--- src/rtl/axil_ctrl_responder.sv ---
// AXI4-Lite responder exposing a small control/status window: CTRL (RW), SCRATCH (RW),
// STATUS (RO, live input) and ID (RO constant). One outstanding write and one read in flight.
module axil_ctrl_responder #(
  parameter int unsigned ADDR_WIDTH = 12,
  parameter int unsigned DATA_WIDTH = 32,
  parameter int unsigned CTRL_WIDTH = 2,
  parameter logic [31:0] ID_VALUE   = 32'h4653_4943
) (
  input  logic                    axi_clk,
  input  logic                    axi_reset_n,

  input  logic [ADDR_WIDTH-1:0]   s_awaddr,
  input  logic                    s_awvalid,
  output logic                    s_awready,

  input  logic [DATA_WIDTH-1:0]   s_wdata,
  input  logic [DATA_WIDTH/8-1:0] s_wstrb,
  input  logic                    s_wvalid,
  output logic                    s_wready,

  output logic [1:0]              s_bresp,
  output logic                    s_bvalid,
  input  logic                    s_bready,

  input  logic [ADDR_WIDTH-1:0]   s_araddr,
  input  logic                    s_arvalid,
  output logic                    s_arready,

  output logic [DATA_WIDTH-1:0]   s_rdata,
  output logic [1:0]              s_rresp,
  output logic                    s_rvalid,
  input  logic                    s_rready,

  output logic [CTRL_WIDTH-1:0]   ctrl_o,
  input  logic [DATA_WIDTH-1:0]   status_i
);

  localparam int unsigned StrbW = DATA_WIDTH / 8;
  localparam int unsigned IdxW  = ADDR_WIDTH - 2;

  localparam logic [IdxW-1:0] IdxCtrl    = IdxW'(0);
  localparam logic [IdxW-1:0] IdxScratch = IdxW'(1);
  localparam logic [IdxW-1:0] IdxStatus  = IdxW'(2);
  localparam logic [IdxW-1:0] IdxId      = IdxW'(3);

  localparam logic [1:0] RespOkay   = 2'b00;
  localparam logic [1:0] RespSlvErr = 2'b10;

  typedef enum logic [1:0] {
    WIdle,
    WHaveAw,
    WHaveW,
    WResp
  } w_state_e;

  typedef enum logic {
    RIdle,
    RResp
  } r_state_e;

  function automatic logic [DATA_WIDTH-1:0] apply_strb(input logic [DATA_WIDTH-1:0] old_val,
                                                       input logic [DATA_WIDTH-1:0] new_val,
                                                       input logic [StrbW-1:0]      strb);
    logic [DATA_WIDTH-1:0] res;
    res = old_val;
    for (int i = 0; i < int'(StrbW); i++) begin
      if (strb[i]) res[8*i +: 8] = new_val[8*i +: 8];
    end
    return res;
  endfunction

  // Word-aligned map: the byte-offset bits play no part in decode.
  logic unused_addr_lsb;
  assign unused_addr_lsb = ^{s_awaddr[1:0], s_araddr[1:0]};

  w_state_e              w_state_q, w_state_d;
  r_state_e              r_state_q, r_state_d;
  logic                  active_q;
  logic [IdxW-1:0]       aw_idx_q, aw_idx_d;
  logic [DATA_WIDTH-1:0] wdata_q, wdata_d;
  logic [StrbW-1:0]      wstrb_q, wstrb_d;
  logic                  bvalid_q, bvalid_d;
  logic [1:0]            bresp_q, bresp_d;
  logic                  rvalid_q, rvalid_d;
  logic [1:0]            rresp_q, rresp_d;
  logic [DATA_WIDTH-1:0] rdata_q, rdata_d;
  logic [CTRL_WIDTH-1:0] ctrl_q, ctrl_d;
  logic [DATA_WIDTH-1:0] scratch_q, scratch_d;

  logic                  aw_hs, w_hs, ar_hs, commit;
  logic [IdxW-1:0]       wr_idx, rd_idx;
  logic [DATA_WIDTH-1:0] wr_data, rd_val;
  logic [StrbW-1:0]      wr_strb;
  logic                  rd_err;

  // Readies stay low for the first cycle out of reset so every output is 0 during reset.
  assign s_awready = active_q & ((w_state_q == WIdle) | (w_state_q == WHaveW));
  assign s_wready  = active_q & ((w_state_q == WIdle) | (w_state_q == WHaveAw));
  assign s_arready = active_q & (r_state_q == RIdle);

  assign aw_hs = s_awvalid & s_awready;
  assign w_hs  = s_wvalid & s_wready;
  assign ar_hs = s_arvalid & s_arready;

  // The commit cycle uses the latched half of the transaction plus whatever arrives now.
  assign wr_idx  = (w_state_q == WHaveAw) ? aw_idx_q : s_awaddr[ADDR_WIDTH-1:2];
  assign wr_data = (w_state_q == WHaveW) ? wdata_q : s_wdata;
  assign wr_strb = (w_state_q == WHaveW) ? wstrb_q : s_wstrb;
  assign rd_idx  = s_araddr[ADDR_WIDTH-1:2];

  always_comb begin
    w_state_d = w_state_q;
    aw_idx_d  = aw_idx_q;
    wdata_d   = wdata_q;
    wstrb_d   = wstrb_q;
    bvalid_d  = bvalid_q;
    commit    = 1'b0;

    if (aw_hs) aw_idx_d = s_awaddr[ADDR_WIDTH-1:2];
    if (w_hs) begin
      wdata_d = s_wdata;
      wstrb_d = s_wstrb;
    end

    unique case (w_state_q)
      WIdle: begin
        if (aw_hs && w_hs) commit = 1'b1;
        else if (aw_hs)    w_state_d = WHaveAw;
        else if (w_hs)     w_state_d = WHaveW;
      end
      WHaveAw: if (w_hs) commit = 1'b1;
      WHaveW:  if (aw_hs) commit = 1'b1;
      WResp: begin
        if (s_bready) begin
          w_state_d = WIdle;
          bvalid_d  = 1'b0;
        end
      end
      default: w_state_d = WIdle;
    endcase

    if (commit) begin
      w_state_d = WResp;
      bvalid_d  = 1'b1;
    end
  end

  always_comb begin
    ctrl_d    = ctrl_q;
    scratch_d = scratch_q;
    bresp_d   = bresp_q;
    if (commit) begin
      case (wr_idx)
        IdxCtrl: begin
          ctrl_d  = CTRL_WIDTH'(apply_strb(DATA_WIDTH'(ctrl_q), wr_data, wr_strb));
          bresp_d = RespOkay;
        end
        IdxScratch: begin
          scratch_d = apply_strb(scratch_q, wr_data, wr_strb);
          bresp_d   = RespOkay;
        end
        default: bresp_d = RespSlvErr;
      endcase
    end
  end

  // Decodes from current register contents, so a same-cycle write is not yet visible.
  always_comb begin
    rd_val = '0;
    rd_err = 1'b0;
    case (rd_idx)
      IdxCtrl:    rd_val = DATA_WIDTH'(ctrl_q);
      IdxScratch: rd_val = scratch_q;
      IdxStatus:  rd_val = status_i;
      IdxId:      rd_val = DATA_WIDTH'(ID_VALUE);
      default:    rd_err = 1'b1;
    endcase
  end

  always_comb begin
    r_state_d = r_state_q;
    rvalid_d  = rvalid_q;
    rdata_d   = rdata_q;
    rresp_d   = rresp_q;
    unique case (r_state_q)
      RIdle: begin
        if (ar_hs) begin
          r_state_d = RResp;
          rvalid_d  = 1'b1;
          rdata_d   = rd_val;
          rresp_d   = rd_err ? RespSlvErr : RespOkay;
        end
      end
      RResp: begin
        if (s_rready) begin
          r_state_d = RIdle;
          rvalid_d  = 1'b0;
        end
      end
      default: r_state_d = RIdle;
    endcase
  end

  always_ff @(posedge axi_clk or negedge axi_reset_n) begin
    if (!axi_reset_n) begin
      w_state_q <= WIdle;
      r_state_q <= RIdle;
      active_q  <= 1'b0;
      aw_idx_q  <= '0;
      wdata_q   <= '0;
      wstrb_q   <= '0;
      bvalid_q  <= 1'b0;
      bresp_q   <= RespOkay;
      rvalid_q  <= 1'b0;
      rresp_q   <= RespOkay;
      rdata_q   <= '0;
      ctrl_q    <= '0;
      scratch_q <= '0;
    end else begin
      w_state_q <= w_state_d;
      r_state_q <= r_state_d;
      active_q  <= 1'b1;
      aw_idx_q  <= aw_idx_d;
      wdata_q   <= wdata_d;
      wstrb_q   <= wstrb_d;
      bvalid_q  <= bvalid_d;
      bresp_q   <= bresp_d;
      rvalid_q  <= rvalid_d;
      rresp_q   <= rresp_d;
      rdata_q   <= rdata_d;
      ctrl_q    <= ctrl_d;
      scratch_q <= scratch_d;
    end
  end

  assign s_bvalid = bvalid_q;
  assign s_bresp  = bresp_q;
  assign s_rvalid = rvalid_q;
  assign s_rresp  = rresp_q;
  assign s_rdata  = rdata_q;
  assign ctrl_o   = ctrl_q;

endmodule

--- config.mk ---
export PLATFORM = sky130hd
export DESIGN_NAME = axil_ctrl_responder
export DESIGN_NICKNAME = d
export VERILOG_FILES = /design/src/rtl/axil_ctrl_responder.sv
export SDC_FILE = /design/constraint.sdc
export NUM_CORES = 1
export LEC_CHECK = 0
export ABC_CLOCK_PERIOD_IN_PS = 3700
export CAP_MARGIN = 25
export CELL_PAD_IN_SITES_DETAIL_PLACEMENT = 0
export CELL_PAD_IN_SITES_GLOBAL_PLACEMENT = 1
export CORE_MARGIN = 10
export CORE_UTILIZATION = 41
export DETAILED_ROUTE_END_ITERATION = 10
export GPL_TIMING_DRIVEN = 0
export PLACE_DENSITY_LB_ADDON = 0.1
export SETUP_SLACK_MARGIN = 0.1
export SLEW_MARGIN = 20
export SYNTH_ARGS = -nofsm -noshare
export SYNTH_HDL_FRONTEND = slang
export SYNTH_SLANG_ARGS = --single-unit
--- constraint.sdc ---
create_clock -name axi_clk -period 3.7 [get_ports axi_clk]
set_clock_uncertainty 0.05 [all_clocks]
set_input_delay 0.74 -clock axi_clk [delete_from_list [all_inputs] [get_ports axi_clk]]
set_output_delay 0.74 -clock axi_clk [all_outputs]
set_load 0.1 [all_outputs]
==> results of run 1 <==
-- critical path, cell delays in order (launching register included) --
cell,delay [ns]
dfrtp_1,0.50
nor2b_1,0.30
clkdlybuf4s50_1,1.20
-- cell type report --
class	count	area, sq um
well taps	176	220
clock inverters	7	139
multi-input cells	375	2390
flip-flops and latches	120	3000
plain buffers	33	146
repair buffers	135	1370
diodes	1	2.50
inverters	5	18.8
clock buffers	24	502
fillers	1178	5450
-- flip-flops by register name, indices dropped and copies added (netlist names) --
signal,count
ctrl_o,2
s_rdata,32
wdata_q,32
wstrb_q,4
active_q,1
s_bvalid,1
aw_idx_q,10
s_bresp,1
r_state_q,1
scratch_q,32
s_rresp,1
w_state_q,2
s_rvalid,1
-- per-layer routing --
layer | GRT usage, % | vias up
li1 | - | 2135
met1 | 22.2 | 2222
met2 | 28.1 | 125
met3 | 5.76 | 21
met4 | 7.16 | 0
met5 | 0 | -
-- report_power, final --
| group | switching (mW) | internal (mW) | total [mW] |
|---|---|---|---|
| sequential | 0.166 | 1.60 | 1.77 |
| combinational | 0.700 | 0.518 | 1.22 |
| clock | 0.575 | 1.21 | 1.79 |
| total | 1.44 | 3.33 | 4.77 |
-- kinds of logic (layout without fill, tap and decap cells) --
family,after synthesis,after routing,synth area share [%]
AO/OA/AOI/OAI,81,81,10.8
buffers and inverters,38,204,2.97
flip-flops,120,120,54.1
other,2,4,0.135
AND/OR/NAND/NOR,219,219,17.5
multiplexers,72,72,14.5
-- Yosys cell counts (all sizes together), types with 2 or more instances --
master | instances | area share [%]
o31ai | 2 | 0.27
clkbuf | 24 | 1.6
nand2b | 2 | 0.23
o41ai | 11 | 1.7
nand4 | 3 | 0.45
mux2 | 68 | 14
a21oi | 12 | 1.1
inv | 5 | 0.34
nor4 | 5 | 1.2
or4 | 2 | 0.41
o21ai | 20 | 1.8
nor2b | 4 | 0.45
a22oi | 19 | 2.6
o22ai | 2 | 0.23
and3b | 2 | 0.32
buf | 9 | 1.0
mux2i | 4 | 0.72
a211oi | 6 | 1.7
nand2 | 180 | 12
nand3b | 2 | 0.27
dfrtp | 120 | 54
conb | 2 | 0.14
nor3 | 4 | 0.56
nor2 | 13 | 0.88
-- metrics by stage --
stage          cell area [sq um]  util [%]  total power [mW]  cells
5_1_grt                     7790      58.8              5.03    875
3_3_place_gp                7120      53.8              2.97    843
2_1_floorplan               5560         -              2.61    533
4_1_cts                     7790      58.8              4.81    875
6_report                    7790      58.8              4.77    876
3_5_place_dp                7150      54.0              3.01    844
-- layout by cell type, fill, tap and decap left out, types with 2 or more instances in the layout --
| cell type | n |
|---|---|
| nor2_1 | 13 |
| nor2b_1 | 4 |
| conb_1 | 3 |
| inv_1 | 5 |
| nand2_1 | 180 |
| buf_1 | 2 |
| mux2i_1 | 4 |
| or4_4 | 2 |
| clkbuf_16 | 17 |
| clkdlybuf4s50_1 | 133 |
| buf_4 | 3 |
| and3b_1 | 2 |
| clkinv_2 | 2 |
| buf_2 | 3 |
| clkbuf_1 | 26 |
| clkbuf_8 | 5 |
| a211oi_1 | 2 |
| nand4_1 | 2 |
| nand3b_1 | 2 |
| o22ai_1 | 2 |
| o21ai_1 | 10 |
| nor3_1 | 3 |
| a21oi_1 | 12 |
| nand2b_1 | 2 |
| mux2_2 | 67 |
| o31ai_1 | 2 |
| a22oi_1 | 19 |
| o21ai_0 | 10 |
| nor4_1 | 2 |
| buf_6 | 2 |
| o41ai_1 | 11 |
| a211oi_4 | 4 |
| dfrtp_1 | 120 |
| bufinv_16 | 4 |
| nor4_4 | 2 |
-- worst max path at each step --
stage | start | endpoint | slack [ns] | cells after the start
finish | active_q | s_arready | 0.50 | 2
CTS | active_q | s_arready | 0.47 | 2
global route | active_q | s_arready | 0.45 | 2
detailed placement | s_awaddr[7] | scratch_q[1] | 0.51 | 5
floorplan | active_q | s_rdata[20] | 0.87 | 6
global placement | axi_reset_n | s_rdata[28] | -2.95 | 1
==> run_results.csv, run 1 <==
group,metric,value,unit
status,status,"completed",
detailed_routing,drc,0,
critical_path,cp.arrival,2.41,ns
critical_path,endpoint_kind,"output port",
detailed_routing,vias_per_cell,5.14,
synth,yosysSeqAreaShare,54.1,%
detailed_routing,highest_layer,"met4",
critical_path,cp_max_fo,7,
global_routing,antenna_found_initial,1,
critical_path,timing.rr.end,"scratch_q[3]",
place,place_ws,0.507,ns
floorplanning,rows,42,
synth,synth.cell_area,0.00555,sq mm
power,peakVddDrop,753,uV
detailed_routing,wl_met2,7.71,mm
floorplanning,dieArea,0.0186,sq mm
synth,synth_edf_count,0,
clock_tree,clock-root-buffer,"clkbuf_16",
finish,nets,786,
clock_tree,htreeDepth,4,
detailed_routing,first_pass_iters,4,
sta,worst_slew_pin_slew,1.01,ns
synth,syn_inst,532,
critical_path,worst-r2r-setup-slack,1.29,ns
detailed_routing,vias,4503,
sta,fin_setup_tns,0,ns
finish,drive_above_1_share,16.9,%
global_routing,grt_max_degree,64,
synth,avgSynthCellArea,10.4,sq um
clock_tree,post_cts_resized,0,
floorplanning,start_util,41.9,%
sta,report.final.hold_viol_count,0,
synth,ys.flop_type,"dfrtp_1",
sta,relSlewSlack,32.5,%
place,numPortBuffers,134,
synth,synth_seq_cells,120,
clock_tree,insertion_delay,0.42,ns
floorplanning,boundaryPins,142,
detailed_routing,drtIter0Drc,156,
floorplanning,fp.dieH,136,um
detailed_routing,wl_per_cell,18.3,um
global_routing,gr-total-overflow,0,
synth,yosysWarnings,0,
sta,slew_violations,0,
run,cap_violations,0,
floorplanning,die_x,136,um
clock_tree,cts.sinks,120,
detailed_routing,wl_met3,1.07,mm
floorplanning,core,0.0132,sq mm
critical_path,reg2reg_depth,5,
power,power_density,613,mW/mm^2
sta,whs,0.268,ns
detailed_routing,wl_met1,6.89,mm
hold_path,worst_hold_path_type,"input port to async pin",
sta,period_share,86.6,%
critical_path,critPathKind,"flip-flop to output port",
detailed_routing,wl,16.0,mm
sta,layout_setup_ws,0.495,ns
finish,syn2layout_area_growth,40.3,%
place,dp_hpwl,11.7,mm
synth,synth_cell_types,45,
sta,fin_crit,3.20,ns
global_routing,track_usage,17.8,%
critical_path,critPathRequiredTime,2.91,ns
global_routing,grt_pass1_wl,25.6,mm
clock_tree,clkSlewWorstSetupHoldPaths,0.05,ns
clock_tree,tritoncts,"built",
critical_path,r2r-start,"active_q",
global_routing,grt_pass1_vias,4727,
sta,final-setup-viol-count,0,
sta,rsz0062_at_grt,"no",
synth,synthArstFlopShare,100,%
clock_tree,cts_hold_buf,0,
clock_tree,clock_path_buffers,2,
detailed_routing,postRouteAntennaNets,0,
critical_path,startpoint_type,"flip-flop",
power,leakagePower,3.51,nW
clock_tree,post-cts-setup-buffers,0,
place,gp_congestion,0.788,
clock_tree,cts_made_buffers,17,
sta,fmax,312,MHz
Note: power is estimated with default switching activity, not from simulation.
==> run 2: changes to the inputs <==
Settings changed: PLACE_DENSITY from default to 0.85, PLACE_DENSITY_LB_ADDON 0.1 to default, RECOVER_POWER from default to 25.
==> run 2 against run 1 <==
Net effect: sequential cell count is the same; design area shrank 1.3%; non-clock buffer count is the same; critical path depth is the same; the run now ends with capacitance limit, slew limit left.
==> run_results.csv, run 2 (synthesis results as in run 1) <==
group,metric,value,unit
clock_tree,cts.sinks,120,
finish,seq_area,0.00300,sq mm
global_routing,antenna_found_initial,0,
sta,final-setup-viol-count,0,
finish,fillers,1163,
critical_path,slowest_stage,"clkdlybuf4s50_1",
finish,syn2layout_area_growth,38.5,%
detailed_routing,drtIter0Drc,303,
detailed_routing,postRouteAntennaNets,0,
detailed_routing,vias,4483,
place,gp_congestion,0.830,
clock_tree,cts_made_buffers,17,
critical_path,max_stage_delay,1.21,ns
detailed_routing,drc,0,
power,swShare,31.1,%
clock_tree,cts_hold_buf,0,
critical_path,cp_cell_sequence,"nor2b_1 -> clkdlybuf4s50_1",
clock_tree,clock-root-buffer,"clkbuf_16",
sta,slew_violations,63,
critical_path,cp_max_fo,7,
floorplanning,fp.dieH,136,um
global_routing,grt_pass1_wl,25.4,mm
clock_tree,clkSlewWorstSetupHoldPaths,0.05,ns
power,pwr-share-seq,39.1,%
critical_path,cp.arrival,2.38,ns
sta,report.final.hold_viol_count,0,
clock_tree,tritoncts,"built",
finish,final_cell_mix,"nand2_1 (180), clkdlybuf4s50_1 (133), dfrtp_1 (120), mux2_2 (67), clkbuf_1 (28)",
clock_tree,post_cts_resized,0,
critical_path,endpoint_kind,"output port",
critical_path,worst-r2r-setup-slack,1.27,ns
sta,period_share,85.7,%
power,internal_power,3.12,mW
detailed_routing,first_pass_iters,5,
critical_path,startpoint_type,"flip-flop",
detailed_routing,wl,16.0,mm
detailed_routing,wl_per_cell,18.4,um
floorplanning,die_x,136,um
critical_path,cp.buffers_inverters,1,
floorplanning,boundaryPins,142,
floorplanning,start_util,41.9,%
finish,drive_above_1_share,16.4,%
place,dpl_cell_area,0.00715,sq mm
detailed_routing,vias_per_cell,5.14,
run,cap_violations,1,
finish,multi_input_area,0.00239,sq mm
global_routing,gr-total-overflow,0,
power,peakVddDrop,531,uV
status,violations,"capacitance limit, slew limit",
critical_path,critPathRequiredTime,2.91,ns
place,dp_hpwl,11.9,mm
clock_tree,clock_path_buffers,2,
finish,n_antenna_cell,0,
global_routing,grt_max_degree,64,
power,comb_power_share,26.9,%
power,power.switching,1.41,mW
clock_tree,post-cts-setup-buffers,0,
finish,mostFrequentLayoutCell,"nand2_1",
sta,worst_slew_pin_slew,1.66,ns
hold_path,worst_hold_path_type,"flip-flop to flip-flop",
sta,fin_crit,3.17,ns
sta,rsz0062_at_grt,"no",
critical_path,critPathKind,"flip-flop to output port",
global_routing,track_usage,17.6,%
floorplanning,core,0.0132,sq mm
sta,fmax,315,MHz
floorplanning,dieArea,0.0186,sq mm
clock_tree,htreeDepth,4,
global_routing,grt_pass1_vias,4836,
finish,final_area,0.00769,sq mm
sta,whs,0.420,ns
power,power_density,588,mW/mm^2
floorplanning,rows,42,
clock_tree,insertion_delay,0.41,ns
place,numPortBuffers,134,
power,clkPwrFrac,34.0,%
power,leakagePower,3.46,nW
finish,nets,786,
sta,relSlewSlack,-11.0,%
critical_path,cp_top_family,"buffers and inverters",
status,status,"finished, violations left",
run 2: cell types whose count changed in the layout (fill, tap and decap cells not counted):
cell	before	now
clkbuf_2	0	1
clkbuf_1	26	28
clkinv_4	1	0
bufinv_16	4	1
buf_6	2	1
diode_2	1	0
run 2: final cells by class:
class / count / share of cell area [%]
buffer: 33 / 1.90
clock buffer: 26 / 6.62
clock inverter: 3 / 0.521
inverter: 5 / 0.244
multi-input combinational: 375 / 31.1
sequential: 120 / 39.0
tap: 176 / 2.86
timing repair buffer: 135 / 17.7
run 2: worst paths after layout:
check / from / endpoint / cells past startpoint
worst max-delay path: active_q / s_arready / 2
worst min-delay path: wdata_q[13] / wdata_q[13] / 2
worst max register to register: w_state_q[0] / scratch_q[17] / 6
worst min register to register: wdata_q[13] / wdata_q[13] / 2
max in group asynchronous: axi_reset_n / wdata_q[26] / 1
min in group asynchronous: axi_reset_n / scratch_q[28] / 1
run 2: worst min-delay path: cells and delay by family (launching register included):
family / cells / cell delay [ns]
simple gates: 2 / 0.10
flops: 1 / 0.33
run 2: stage by stage:
step | instances | worst slack [ns] | power [mW] | utilization (%) | setup TNS, ns
3_3_place_gp | 843 | -2.83 | 2.96 | 53.8 | -338.24
5_1_grt | 873 | 0.440 | 4.78 | 58.1 | 0
6_report | 873 | 0.529 | 4.52 | 58.1 | 0
2_1_floorplan | 533 | 0.870 | 2.61 | - | 0
3_5_place_dp | 844 | 0.572 | 3.01 | 54.0 | 0
4_1_cts | 873 | 0.496 | 4.56 | 58.1 | 0
run 2: metal layers:
layer | vias up | routed length [um] | track usage (%)
met5 | - | 0 | 0
met4 | 0 | 187 | 6.33
met3 | 13 | 960 | 5.17
met2 | 126 | 7740 | 28.4
met1 | 2202 | 7130 | 21.9
li1 | 2142 | - | -
run 2: power by group through the flow:
stage | clock network (mW) | logic, mW | registers, mW
floorplan | 0 | 0.768 | 1.85
global placement | 0 | 1.19 | 1.77
detailed placement | 0 | 1.22 | 1.79
CTS | 1.56 | 1.23 | 1.77
global route | 1.62 | 1.35 | 1.81
finish | 1.54 | 1.22 | 1.77
